--- config.mk ---
export PLATFORM = sky130hd
export DESIGN_NAME = hazard_ctrl
export DESIGN_NICKNAME = d
export VERILOG_FILES = /design/src/rtl/hazard_ctrl.sv
export SDC_FILE = /design/constraint.sdc
export NUM_CORES = 1
export LEC_CHECK = 0
export CAP_MARGIN = 30
export CORE_MARGIN = 3
export CORE_UTILIZATION = 25
export DETAILED_ROUTE_END_ITERATION = 12
export GPL_ROUTABILITY_DRIVEN = 0
export SLEW_MARGIN = 20
export SYNTH_ARGS = -nofsm -noshare
export SYNTH_HDL_FRONTEND = slang
export SYNTH_SLANG_ARGS = --single-unit
export TNS_END_PERCENT = 100
--- constraint.sdc ---
create_clock -name clk_i -period 4.7 [get_ports clk_i]
set_input_delay 0.94 -clock clk_i [delete_from_list [all_inputs] [get_ports clk_i]]
set_output_delay 0.94 -clock clk_i [all_outputs]
set_load 0.05 [all_outputs]
--- src/rtl/hazard_ctrl.sv ---
// Pipeline sequencer for the 5-stage core: load-use stall, branch flush, data-memory wait freeze,
// plus saturating stall/flush counters and a sticky memory-timeout flag.
`timescale 1ns/1ps
module hazard_ctrl #(
  parameter int CNT_W      = 16,
  parameter int TMO_CYCLES = 255
) (
  input  logic             clk_i,
  input  logic             rst_i,
  input  logic [4:0]       id_rs_i,
  input  logic [4:0]       id_rt_i,
  input  logic             id_uses_rt_i,
  input  logic             id_branch_i,
  input  logic             id_eq_i,
  input  logic             id_jump_i,
  input  logic             ex_memread_i,
  input  logic [4:0]       ex_rt_i,
  input  logic             mem_req_i,
  input  logic             mem_ack_i,
  output logic             pc_write_o,
  output logic             ifid_stall_o,
  output logic             ifid_flush_o,
  output logic             idex_bubble_o,
  output logic             freeze_o,
  output logic             timeout_o,
  output logic [CNT_W-1:0] stall_cnt_o,
  output logic [CNT_W-1:0] flush_cnt_o
);

  typedef enum logic [0:0] {RUN = 1'b0, MEM_WAIT = 1'b1} state_e;

  localparam logic [7:0] TMO_LIM = 8'(TMO_CYCLES);

  state_e           state_q, state_d;
  logic [7:0]       wcnt_q, wcnt_d;
  logic             timeout_q, timeout_d;
  logic [CNT_W-1:0] stall_cnt_q, stall_cnt_d;
  logic [CNT_W-1:0] flush_cnt_q, flush_cnt_d;

  logic lu, br, mw;
  logic pc_write_c, ifid_stall_c, ifid_flush_c, idex_bubble_c, freeze_c;

  function automatic logic [CNT_W-1:0] sat_inc(input logic [CNT_W-1:0] v, input logic en);
    logic [CNT_W-1:0] r;
    r = v;
    if (en && (v != {CNT_W{1'b1}})) r = v + CNT_W'(1);
    return r;
  endfunction

  always_comb begin
    lu = ex_memread_i && (ex_rt_i != 5'd0) &&
         ((ex_rt_i == id_rs_i) || (id_uses_rt_i && (ex_rt_i == id_rt_i)));
    br = (id_branch_i && id_eq_i) || id_jump_i;
    mw = mem_req_i && !mem_ack_i;
  end

  always_comb begin
    state_d       = state_q;
    wcnt_d        = wcnt_q;
    timeout_d     = timeout_q;
    pc_write_c    = 1'b1;
    ifid_stall_c  = 1'b0;
    ifid_flush_c  = 1'b0;
    idex_bubble_c = 1'b0;
    freeze_c      = 1'b0;
    case (state_q)
      RUN: begin
        if (mw) begin
          freeze_c     = 1'b1;
          pc_write_c   = 1'b0;
          ifid_stall_c = 1'b1;
          state_d      = MEM_WAIT;
          wcnt_d       = 8'd1;
        end else if (lu) begin
          // A pending branch waits here; it resolves once the bubble has gone down.
          pc_write_c    = 1'b0;
          ifid_stall_c  = 1'b1;
          idex_bubble_c = 1'b1;
        end else if (br) begin
          ifid_flush_c = 1'b1;
        end
      end
      MEM_WAIT: begin
        freeze_c     = !mem_ack_i;
        ifid_stall_c = !mem_ack_i;
        pc_write_c   = mem_ack_i;
        if (mem_ack_i) begin
          state_d = RUN;
          wcnt_d  = 8'd0;
        end else if (wcnt_q == TMO_LIM) begin
          // Forced release: the MEM stage is expected to reissue the access.
          timeout_d = 1'b1;
          state_d   = RUN;
          wcnt_d    = 8'd0;
        end else begin
          wcnt_d = wcnt_q + 8'd1;
        end
      end
      default: begin
        state_d = RUN;
        wcnt_d  = 8'd0;
      end
    endcase
  end

  // Gating with the reset level keeps outputs quiet the instant reset asserts.
  always_comb begin
    pc_write_o    = rst_i & pc_write_c;
    ifid_stall_o  = rst_i & ifid_stall_c;
    ifid_flush_o  = rst_i & ifid_flush_c;
    idex_bubble_o = rst_i & idex_bubble_c;
    freeze_o      = rst_i & freeze_c;
  end

  always_comb begin
    stall_cnt_d = sat_inc(stall_cnt_q, !pc_write_c);
    flush_cnt_d = sat_inc(flush_cnt_q, ifid_flush_c);
  end

  always_ff @(posedge clk_i or negedge rst_i) begin
    if (!rst_i) begin
      state_q     <= RUN;
      wcnt_q      <= 8'd0;
      timeout_q   <= 1'b0;
      stall_cnt_q <= '0;
      flush_cnt_q <= '0;
    end else begin
      state_q     <= state_d;
      wcnt_q      <= wcnt_d;
      timeout_q   <= timeout_d;
      stall_cnt_q <= stall_cnt_d;
      flush_cnt_q <= flush_cnt_d;
    end
  end

  assign timeout_o   = timeout_q;
  assign stall_cnt_o = stall_cnt_q;
  assign flush_cnt_o = flush_cnt_q;

endmodule

# Word-level counts from Yosys, hierarchy flattened
# Cells that the tools add are included.
[op_classes] muxes=21 n_reduce_logical=13 n_addsub=3 eq_ne=6 bitwise_logic=7
[op_table] cell="adder 16 x 1 -> 16 bit, second input constant" count=2
[op_table] cell="inequality test 16 bit, second input constant" count=2
[op_table] cell="two-way mux 8 bit" count=3
[op_table] cell="one-hot mux 8 bit (2 select lines)" count=1
[op_table] cell="two-way mux 1 bit" count=13
[op_table] cell="equality test 5 bit" count=2
[op_table] cell="adder 8 x 1 -> 8 bit, second input constant" count=1
[op_table] cell="equality test 8 bit, second input constant" count=1
[op_table] cell="one-hot mux 1 bit (2 select lines)" count=4
[op_table] cell="logical AND 1 bit" count=7
[op_table] cell="bitwise AND 1 bit" count=5
[op_table] cell="nonzero test 5 bit" count=1
[op_table] cell="AND reduction 3 bit" count=1
[op_table] cell="zero test 1 bit" count=2
[op_table] cell="logical OR 1 bit" count=2
[op_table] cell="inequality test 2 bit, second input constant" count=1
[op_table] cell="NOT 1 bit" count=2
[word_totals] input_bits=24 register_bits=42

# Depth between registers and ports, before layout
# Gate-level depths: netlist of the first run.
[logic_depth] word_depth=9 depth_mapped=8 mapped_depth_nobuf=7

# Worst setup path after synthesis of the first run
# No wires, ideal clock.
[synth_timing] kind="input to output" from="input ex_rt_i[1]" to="output ifid_flush_o" slack_ns=1.246 arrival_time_ns=2.514 stages=5 cell_sequence="or4_1 > o21ai_2 > o21a_1 > buf_4 > and2_1"
[synth_via] elab_chain_len=8 elab_cells_between_ends=11
[synth_rtl] element="from (decl)" line="17" text="input logic [4:0] ex_rt_i,"
[synth_rtl] element="equality test 5 bit" line="52" text="((ex_rt_i == id_rs_i) || (id_uses_rt_i && (ex_rt_i == id_rt_i)));"
[synth_rtl] element="logical AND 1 bit" line="52"
[synth_rtl] element="logical OR 1 bit" line="52"
[synth_rtl] element="logical AND 1 bit *" line="51" text="lu = ex_memread_i && (ex_rt_i != 5'd0) &&"
[synth_rtl] element="two-way mux 1 bit *" line="74" text="end else if (lu) begin"
[synth_rtl] element="two-way mux 1 bit *" line="68" text="if (mw) begin"
[synth_rtl] element="two-way mux 1 bit *" line="66" text="case (state_q)"
[synth_rtl] element="bitwise AND 1 bit *" line="110" text="ifid_flush_o = rst_i & ifid_flush_c;"
[synth_rtl] element="to (decl)" line="22" text="output logic ifid_flush_o,"
# Mark *: on every way between the ends. The rest lies on a longest branch, timed or not.

# Worst setup path in the final report of the first run
[layout_timing] from="input ex_rt_i[1]" to="output pc_write_o"
[layout_via] elab_chain_len=8 elab_cells_between_ends=11
[layout_rtl] element="equality test 5 bit" line="52"
[layout_rtl] element="logical AND 1 bit" line="52"
[layout_rtl] element="logical OR 1 bit" line="52"
[layout_rtl] element="logical AND 1 bit *" line="51"
[layout_rtl] element="two-way mux 1 bit *" line="74"
[layout_rtl] element="two-way mux 1 bit *" line="68"
[layout_rtl] element="one-hot mux 1 bit (2 select lines) *" line="66"
[layout_rtl] element="bitwise AND 1 bit *" line="108" text="pc_write_o = rst_i & pc_write_c;"
[layout_rtl] element="to (decl)" line="20" text="output logic pc_write_o,"
# Marks and branches as above.

==> results of run 1 <==
cells in the mapped netlist, drive strengths merged (2+ instances only):
| cell type | n |
|---|---|
| ha | 3 |
| nor3 | 6 |
| xor2 | 6 |
| nor2 | 18 |
| inv | 4 |
| o21ai | 10 |
| and3 | 11 |
| nand3b | 2 |
| nor4 | 3 |
| nand3 | 18 |
| o21bai | 2 |
| nand4 | 15 |
| mux2 | 3 |
| or4 | 2 |
| buf | 3 |
| dfrtp | 42 |
| nor2b | 3 |
| and2 | 4 |
| nand2b | 3 |
| a21oi | 6 |
| xnor2 | 32 |
| nand2 | 14 |
| o22ai | 2 |
per-stage QoR:
stage	setup WS [ns]	utilization	hold WS [ns]	cell area [sq um]
2_1_floorplan	1.246	-	0.4570	2235
3_3_place_gp	0.5036	0.3514	0.4627	2974
3_5_place_dp	0.4645	0.3514	0.4663	2974
4_1_cts	0.4735	0.3622	0.4674	3065
5_1_grt	0.3582	0.3622	0.4624	3065
6_report	0.4818	0.3622	0.4773	3065
cells by family (layout without fill, tap and decap cells):
| family | after synthesis | count (layout) |
|---|---|---|
| and+or+nand+nor | 102 | 102 |
| DFF | 42 | 42 |
| AOI/OAI and AO/OA | 28 | 28 |
| muxes | 3 | 3 |
| adders and majority gates | 3 | 3 |
| buffers and inverters | 8 | 76 |
| xor gates and xnor gates | 38 | 38 |
worst paths after layout:
check | to | depth (start not counted) | from | slack (ns)
max | pc_write_o | 6 | ex_rt_i[1] | 0.48
min | stall_cnt_o[15] | 1 | rst_i | 0.48
max reg2reg | stall_cnt_o[1] | 6 | stall_cnt_o[0] | 2.56
min reg2reg | timeout_o | 1 | timeout_o | 0.48
max in group asynchronous | stall_cnt_o[8] | 2 | rst_i | 3.50
min in group clk_i | timeout_o | 1 | timeout_o | 0.48
flip-flops by register name, indices dropped and copies added, names as in the netlist:
name,flops
state_q,1
timeout_o,1
stall_cnt_o,16
wcnt_q,8
flush_cnt_o,16
placed cells by master, fill, tap and decap left out, types with 6 or more instances in the layout:
cell	n
xnor2_1	32
nand4_1	15
nand3_1	17
nor3_1	6
nand2_1	14
o21ai_0	9
xor2_1	6
a21oi_1	6
nor2_1	18
dfrtp_1	42
clkbuf_8	6
and3_1	8
clkdlybuf4s50_1	58
power by group:
part / switching [mW] / internal (mW) / total [mW] / leakage (nW)
Sequential: 0.0783 / 0.418 / 0.496 / 0.557
Combinational: 0.297 / 0.187 / 0.483 / 0.634
Clock: 0.118 / 0.119 / 0.237 / 0.0482
cell type report:
type	instances	area, sq um	area share
Multi-Input combinational cell	174	1141	0.3722
Sequential cell	42	1051	0.3429
Timing Repair Buffer	64	635.6	0.2073
Tap cell	105	131.4	0.04286
Clock buffer	7	86.33	0.02816
Inverter	4	15.01	0.004898
Clock inverter	1	5.005	0.001633
metal layers:
layer	vias to the layer above	track usage	part of all wire
li1	931	-	-
met1	906	0.1511	0.46
met2	55	0.1748	0.47
met3	7	0.03114	0.070
met4	2	0.03109	0.0065
met5	-	0	0.0018
==> impl_results.md, run 1 <==
- Clock insertion delay at the later pin of the skew report: 0.29 ns
- Antenna Nets Post-Route: 0
- Slew at the pin with the worst max-slew slack: 0.6021 ns
- Vert. Die Dim: 100.5 microns
- Number of register bits inferred by synthesis: 42
- Cells along the critical path: clkdlybuf4s50_1 -> or4_1 -> o21ai_2 -> o31ai_1 -> nor2_1 -> clkdlybuf4s50_1
- Relative slew margins: 0.5944
- Total buffers and inverters traversed by the critical path: 2
- Share of synthesized area spent on multiplexers: 0.01680
- Wire length per cell after detailed routing: 13.91 microns
- H-Tree Level Count: 2
- Combined area of all synthesized cells: 0.002235 sq mm
- XOR/XNOR share of the synthesized area: 0.1489
- Global Route Usage Sum: 0.1117
- Reg clk slew, reported paths: 0.07 ns
- Placement Rows: 33
- Static leakage: 1.239 nW
- Antenna violations before repair: 1
- Total Routed Length: 5522 microns
- Starting density of the core: 0.2640
- Area fraction of the dominant cell type after synthesis: 0.4703
- Power per cell area: 396.8 mW/mm^2
- Mean post-synth cell area: 9.976 sq um
- Net count of the mapped netlist: 251
- Post-synthesis compound-gate area fraction: 0.07839
- Post-cts gate resize count: 0
- Layout Cells excl Fill: 397
- Achievable clock frequency: 237.1 MHz
- Netlist cell types: 43
- Area of the die: 0.01011 sq mm
- Crit start category: primary input
- Hpwl dp: 4124 microns
- Dominant combinational cell family by area after synthesis: simple AND/OR/NAND/NOR gates
- Quantity of hold-fixing buffers added after cts: 0
- Number of setup buffers added after CTS: 0
- Maxcap violations: 0
- Critical Path Max Stage Delay: 0.82 ns
- Via count of the first global-routing pass: 1870
- Ratio of final minimum period to clock period: 0.8975
- Placed cell count: 389
- Area growth syn-to-layout: 37.18%
- Nature of the critical path endpoint: output port
- Final setup viols: 0
- Chip width: 100.5 microns
- Global-route wire length before repair: 9114 microns
- Count of synthesis-stage warnings from yosys: 0
- Worst supply voltage drop on vdd: 322.0 uV
- Required arrival time at the worst endpoint: 3.76 ns
- Initial DRT Pass Iterations: 4
- Critical-path top delay cell: clkdlybuf4s50_1
- Share of post-route cells with drive strength above 1: 0.08904
- Number of hold-slack violations in the final timing report: 0
- Via count: 1901
- Largest net degree at the start of global routing: 41
- Clock tree root driver cell: clkbuf_8
- Share of synthesized registers carrying an async set or reset: 1.000
- Grt total ovfl: 0
- Mapped Cells: 224
- Worst hold path class: primary input to asynchronous set/reset pin
- Clk_skew: 0.004653 ns
- Number of max-slew violations in the final report: 0
- Data arrival time of the critical path: 3.28 ns
- Maximum count of clock buffers along a single path: 2
- Sink count of the clock tree: 42
- Count of nets after finishing: 318
- Clock period minus worst slack: 4.218 ns
- Residual DRC: 0
- Post-synthesis share of cell area spent on full adders, half adders and majority gates: 0.01680
- Count of pins on the block boundary: 62
- Critical Path Most Common Cell: clkdlybuf4s50_1
- Family of cells with the greatest summed delay on the critical path: buffers and inverters
- Sequential fraction of the synthesis area: 0.4703
- Count of routing violations after the opening detailed-route iteration: 47
- Number of enable flip-flop cells after synthesis: 0
- Most frequently used flop master after synthesis: dfrtp_1
- Setup repair after global routing missed its margin: no
- Total design power: 1.216 mW
- Core region area: 0.008464 sq mm
- Maximum fanout along the worst path: 5
- Clock tree from TritonCTS: done
- Number of antenna repair diodes: 0
- Drt via density: 4.788
- Cell taking the most area after synthesis: dfrtp_1
- Critical path class: primary input to output port
- Fill cell instance count of the final layout: 855
- Status: completed
- Number of input and output port buffers inserted: 61
- Cell types with the largest area share after synthesis: dfrtp_1, xnor2_1, nand4_1, nand3_1, nor2_1
- TritonCTS Buffers: 5
- Simple-gate share of the synthesized area: 0.2497
- Sum of negative setup slack: 0 ns
(Power assumes the default switching activity.)
==> run 2: changes to the inputs <==
Clock period 4.7 ns to 3.55 ns, I/O delays scaled along.
==> run 2 against run 1 <==
  * Global-route usage grew 0.30 points
  * Non-clock buffer count is 1 higher
  * Highest routed layer is now met4
  * Cell area rose by 2.9%
  * Clock skew is essentially flat
  * Utilization rose by 1.0 points
  * Setup slack lost 0.22 ns
  * Critical endpoint is now ifid_stall_o
  * Worst hold slack lost 0.23 ns
  * Sequential power is 32% higher
  * Die area is the same
  * Critical path depth grew 1
  * Flip-flop and latch count is the same
==> impl_results.md, run 2 (synthesis results as in run 1) <==
- Number of input and output port buffers inserted: 61 (unchanged)
- Global-route wire length before repair: 9328 microns (+2.3%)
- Grt total ovfl: 0 (unchanged)
- Static leakage: 1.282 nW (+3.5%)
- Number of setup buffers added after CTS: 0 (unchanged)
- H-Tree Level Count: 2 (unchanged)
- Hpwl dp: 4177 microns (+1.3%)
- Residual DRC: 0 (unchanged)
- Clock tree root driver cell: clkbuf_8
- Final Worst Setup Slack: 0.2589 ns (-0.2228 ns)
- Number of antenna repair diodes: 0 (unchanged)
- Count of nets after finishing: 319 (+0.31%)
- Worst supply voltage drop on vdd: 446.7 uV (+39%)
- Total Routed Length: 5494 microns (-0.51%)
- Commonest non-fill, non-tap cells in the layout: clkdlybuf4s50_1, dfrtp_1, xnor2_1, nor2_1, nand3_1
- Placement Rows: 33 (unchanged)
- Achievable clock frequency: 303.9 MHz
- Final setup viols: 0 (unchanged)
- Largest net degree at the start of global routing: 26 (-37%)
- Antenna violations before repair: 0 (-1)
- Antenna Nets Post-Route: 0 (unchanged)
- Area of the die: 0.01011 sq mm (unchanged)
- Core region area: 0.008464 sq mm (unchanged)
- Count of routing violations after the opening detailed-route iteration: 58 (+23%)
- Setup slack after placement: 0.2509 ns (-0.2136 ns)
- Total design power: 1.767 mW (+45%)
- Maximum count of clock buffers along a single path: 2 (unchanged)
- Count of pins on the block boundary: 62 (unchanged)
- Drt via density: 4.696 (-1.9%)
- Area growth syn-to-layout: 41.15%
- Sum of negative setup slack: 0 ns (unchanged)
- Chip width: 100.5 microns (unchanged)
- Placed cell count: 390 (+0.26%)
- Clock tree from TritonCTS: done
- TritonCTS Buffers: 5 (unchanged)
- Via count of the first global-routing pass: 1909 (+2.1%)
- Layout Cells excl Fill: 398 (+0.25%)
- Power per cell area: 560.3 mW/mm^2 (+41%)
- Leading cell type in the layout, fill and taps excluded: clkdlybuf4s50_1
- Clk_skew: 0.004717 ns (+0.00006414 ns)
- Sink count of the clock tree: 42 (unchanged)
- Quantity of hold-fixing buffers added after cts: 0 (unchanged)
- Wire length per cell after detailed routing: 13.80 microns (-0.76%)
- Clock insertion delay at the later pin of the skew report: 0.29 ns (about the same)
- Via count: 1869 (-1.7%)
- Initial DRT Pass Iterations: 4 (unchanged)
- Critical path class: primary input to output port
- Starting density of the core: 0.2640 (unchanged)
- Number of hold-slack violations in the final timing report: 0 (unchanged)
- Ratio of final minimum period to clock period: 0.9271
- Maximum fanout along the worst path: 4 (-1)
- Slew at the pin with the worst max-slew slack: 0.5788 ns (-0.02328 ns)
- Vert. Die Dim: 100.5 microns (unchanged)
- Maxcap violations: 0 (unchanged)
- Nature of the critical path endpoint: output port
- Number of max-slew violations in the final report: 0 (unchanged)
- Relative slew margins: 0.6101 (+0.01568)
- Required arrival time at the worst endpoint: 2.84 ns (-0.92 ns)
- Global Route Usage Sum: 0.1147 (+0.003012)
- Status: completed
- Clock period minus worst slack: 3.291 ns
- Post-cts gate resize count: 0 (unchanged)
- Reg clk slew, reported paths: 0.08 ns (about the same)
- Crit start category: primary input
- Worst hold path class: primary input to asynchronous set/reset pin
- Share of post-route cells with drive strength above 1: 0.1058 (+0.01676)
- Area of all placed cells without fillers: 0.003154 sq mm (+2.9%)
- Area of placed instances: 0.003012 sq mm (+1.3%)
- Data arrival time of the critical path: 2.58 ns (-0.70 ns)
- Setup repair after global routing missed its margin: no
run 2: final timing paths:
path,from,to,slack [ns],cells past startpoint
min reg2reg,timeout_o,timeout_o,0.48,1
min,rst_i,stall_cnt_o[14],0.25,1
max,ex_rt_i[0],ifid_stall_o,0.26,7
max in group asynchronous,rst_i,stall_cnt_o[5],2.75,2
min in group clk_i,timeout_o,timeout_o,0.48,1
max reg2reg,stall_cnt_o[0],stall_cnt_o[1],1.42,6
run 2: per-stage QoR:
stage	hold slack (ns)	utilization
detailed placement	0.4649	0.3558
floorplan	0.4144	-
finish	0.2492	0.3727
global placement	0.4638	0.3558
CTS	0.2379	0.3727
global route	0.2381	0.3727
run 2: final cells by class:
class                      count  area [sq um]
fill                         850          5310
timing repair buffer          65         673.1
tap                          105         131.4
clock inverter                 2         60.06
sequential                    42          1051
clock buffer                   6         82.58
inverter                       4         15.01
multi-input combinational    174          1141
run 2: routing by layer:
layer / GRT usage / share of wire
met1: 0.1557 / 0.48
met4: 0.03109 / 0.011
met5: 0 / 0
met3: 0.03322 / 0.067
met2: 0.1784 / 0.45
run 2: report_power, final:
group	switching, mW	total (mW)	internal [mW]
Sequential	0.103	0.656	0.553
Combinational	0.395	0.646	0.252
Clock	0.165	0.465	0.300
Total	0.662	1.77	1.10
run 2: worst max-delay path: stages:
cell,delay (ns)
clkdlybuf4s50_1,0.56
xnor2_1,0.15
nand3_1,0.12
o22a_1,0.26
o31ai_1,0.41
and2_1,0.24
buf_12,0.15
==> run 3: changes to the inputs <==
--- a/config.mk
+++ b/config.mk
@@ -7,8 +7,9 @@
 export LEC_CHECK = 0
 export CAP_MARGIN = 30
-export CORE_MARGIN = 3
+export CORE_MARGIN = 2
 export CORE_UTILIZATION = 25
 export DETAILED_ROUTE_END_ITERATION = 12
 export GPL_ROUTABILITY_DRIVEN = 0
+export MAX_ROUTING_LAYER = met4
 export SLEW_MARGIN = 20
 export SYNTH_ARGS = -nofsm -noshare
==> constraint.sdc (replaced) <==
create_clock -name clk_i -period 3.55 [get_ports clk_i]
set_input_delay 0.71 -clock clk_i [delete_from_list [all_inputs] [get_ports clk_i]]
set_output_delay 0.71 -clock clk_i [all_outputs]
set_load 0.1 [all_outputs]
==> run 3 against run 2 <==
  * Clock skew grew 0.0027 ns
  * Combinational power grew 41%
  * Global-route usage grew 0.28 points
  * Sequential power is essentially flat
  * Maximum frequency shrank 1.8%
  * Sequential share of layout area grew 0.35 points
  * Setup slack lost 0.060 ns
  * Worst hold slack gained 0.086 ns
  * Power grew 10%
  * Largest cell class unchanged
  * Highest routed layer unchanged
==> impl_results.md, run 3 (synthesis results as in run 1) <==
- Required arrival time at the worst endpoint: 2.84 ns (about the same)
- Vert. Die Dim: 98.55 microns (-2.0%)
- Count of nets after finishing: 318 (-0.31%)
- Commonest non-fill, non-tap cells in the layout: clkdlybuf4s50_1, dfrtp_1, xnor2_1, nor2_1, nand3_1
- Cells along the critical path: clkdlybuf4s50_1 -> xnor2_1 -> nand4_1 -> o22a_1 -> o31ai_1 -> and2_1 -> buf_12
- Global-route wire length before repair: 9101 microns (-2.4%)
- Post-cts gate resize count: 0 (unchanged)
- Family of cells with the greatest summed delay on the critical path: buffers and inverters
- Ratio of final minimum period to clock period: 0.9438 (+0.01679)
- Initial DRT Pass Iterations: 4 (unchanged)
- Hpwl dp: 3936 microns (-5.8%)
- Starting density of the core: 0.2575 (-0.006509)
- Via count of the first global-routing pass: 1895 (-0.73%)
- Sum of negative setup slack: 0 ns (unchanged)
- Crit path to: ifid_stall_o
- H-Tree Level Count: 2 (unchanged)
- Clock insertion delay at the later pin of the skew report: 0.29 ns (about the same)
- Largest net degree at the start of global routing: 30 (+15%)
- Number of max-slew violations in the final report: 0 (unchanged)
- Total buffers and inverters traversed by the critical path: 2 (unchanged)
- Count of pins on the block boundary: 62 (unchanged)
- Maxcap violations: 0 (unchanged)
- Count of routing violations after the opening detailed-route iteration: 82 (+41%)
- Status: completed
- Area of placed instances: 0.003015 sq mm (+0.12%)
- Via count: 1876 (+0.37%)
- Maximum fanout along the worst path: 4 (unchanged)
- Critical path depth in cells: 7 (unchanged)
- Endpoint of the worst register-to-register path: stall_cnt_o[1]
- Total Routed Length: 5322 microns (-3.1%)
- Maximum count of clock buffers along a single path: 2 (unchanged)
- Area of the die: 0.009711 sq mm (-3.9%)
- Worst reg2reg path startpoint: stall_cnt_o[0]
- Area of all placed cells without fillers: 0.003122 sq mm (-1.0%)
- Antenna violations before repair: 0 (unchanged)
- Clock tree from TritonCTS: done
- Area of the multi-input gates: 0.001146 sq mm (+0.44%)
- Sink count of the clock tree: 42 (unchanged)
- Grt total ovfl: 0 (unchanged)
- Placed cell count: 392 (+0.51%)
- Critical-path top delay cell: clkdlybuf4s50_1
- Core region area: 0.008678 sq mm (+2.5%)
- Area growth syn-to-layout: 39.70%
- Reg clk slew, reported paths: 0.08 ns (about the same)
- Final setup viols: 0 (unchanged)
- Number of setup buffers added after CTS: 0 (unchanged)
- Critical Path Max Stage Delay: 0.53 ns (-0.03 ns)
- Drt via density: 4.690 (-0.13%)
- Worst supply voltage drop on vdd: 897.2 uV (+100%)
- Residual DRC: 0 (unchanged)
- Slew at the pin with the worst max-slew slack: 0.9894 ns (+0.4106 ns)
- Placement Rows: 34 (+3.0%)
- Fill cell instance count of the final layout: 883 (+3.9%)
- Number of antenna repair diodes: 0 (unchanged)
- Sequential cell area: 0.001051 sq mm (unchanged)
- Number of input and output port buffers inserted: 61 (unchanged)
- Critical path class: primary input to output port
- Launch point of the worst path: ex_rt_i[2]
- Achievable clock frequency: 298.5 MHz (-1.8%)
- Static leakage: 1.268 nW (-1.1%)
- Clock tree root driver cell: clkbuf_8
- Setup repair after global routing missed its margin: no
- Global Route Usage Sum: 0.1175 (+0.002841)
- Number of hold-slack violations in the final timing report: 0 (unchanged)
- Relative slew margins: 0.3383 (-0.2717)
- Crit start category: primary input
- Internal reg-to-reg setup slack: 1.38 ns (-0.04 ns)
- Share of post-route cells with drive strength above 1: 0.1130 (+0.007212)
- Antenna Nets Post-Route: 0 (unchanged)
- Data arrival time of the critical path: 2.64 ns (+0.06 ns)
- Chip width: 98.55 microns (-2.0%)
- Clock period minus worst slack: 3.351 ns (+0.05959 ns)
- Worst hold path class: primary input to asynchronous set/reset pin
- Total design power: 1.948 mW (+10%)
- Quantity of hold-fixing buffers added after cts: 0 (unchanged)
- Layout Cells excl Fill: 400 (+0.50%)
- Power per cell area: 624.0 mW/mm^2 (+11%)
- Leading cell type in the layout, fill and taps excluded: clkdlybuf4s50_1
- Wire length per cell after detailed routing: 13.31 microns (-3.6%)
- Nature of the critical path endpoint: output port
- Depth of the most critical reg-to-reg path: 6 (unchanged)
- TritonCTS Buffers: 5 (unchanged)
- Clk_skew: 0.007368 ns (+0.002652 ns)
run 3: power by group:
| part | switching, mW | leakage [nW] | internal (mW) |
|---|---|---|---|
| combinational | 0.666 | 0.658 | 0.248 |
| sequential | 0.106 | 0.557 | 0.553 |
| clock | 0.164 | 0.0524 | 0.211 |
run 3: worst register-to-register path: stages (launching register included):
cell	delay [ns]
dfrtp_1	0.46
ha_1	0.31
nand4_1	0.19
nor4_1	0.37
nor3_1	0.09
a21o_1	0.33
mux2_2	0.32
run 3: worst min path at each step:
stage / startpoint / to / slack (ns) / cells past startpoint
finish: rst_i / stall_cnt_o[8] / 0.33 / 1
detailed placement: timeout_o / timeout_o / 0.46 / 1
CTS: rst_i / stall_cnt_o[8] / 0.35 / 1
global route: rst_i / stall_cnt_o[8] / 0.35 / 1
global placement: timeout_o / timeout_o / 0.46 / 1
floorplan: rst_i / flush_cnt_o[0] / 0.41 / 0
run 3: area by class of cell:
cell class / count / share of cell area
Timing Repair Buffer: 64 / 0.2140
Clock inverter: 1 / 0.009619
Sequential cell: 42 / 0.3367
Multi-Input combinational cell: 174 / 0.3671
Tap cell: 108 / 0.04329
Clock buffer: 7 / 0.02445
Inverter: 4 / 0.004810
run 3: through the flow:
step | utilization | worst slack, ns | hold slack (ns)
after floorplan | - | -0.007898 | 0.4144
after CTS | 0.3597 | 0.1845 | 0.3522
after global placement | 0.3475 | 0.2314 | 0.4623
after global routing | 0.3597 | 0.1179 | 0.3511
after detailed placement | 0.3475 | 0.1800 | 0.4643
final | 0.3597 | 0.1994 | 0.3349
run 3: routing by layer:
layer  GRT usage  routed length [microns]  part of all wire
met5           -                        0                 0
met4     0.03477                       15            0.0028
met3     0.02766                      300             0.056
met2      0.1811                     2486              0.47
met1      0.1546                     2520              0.47
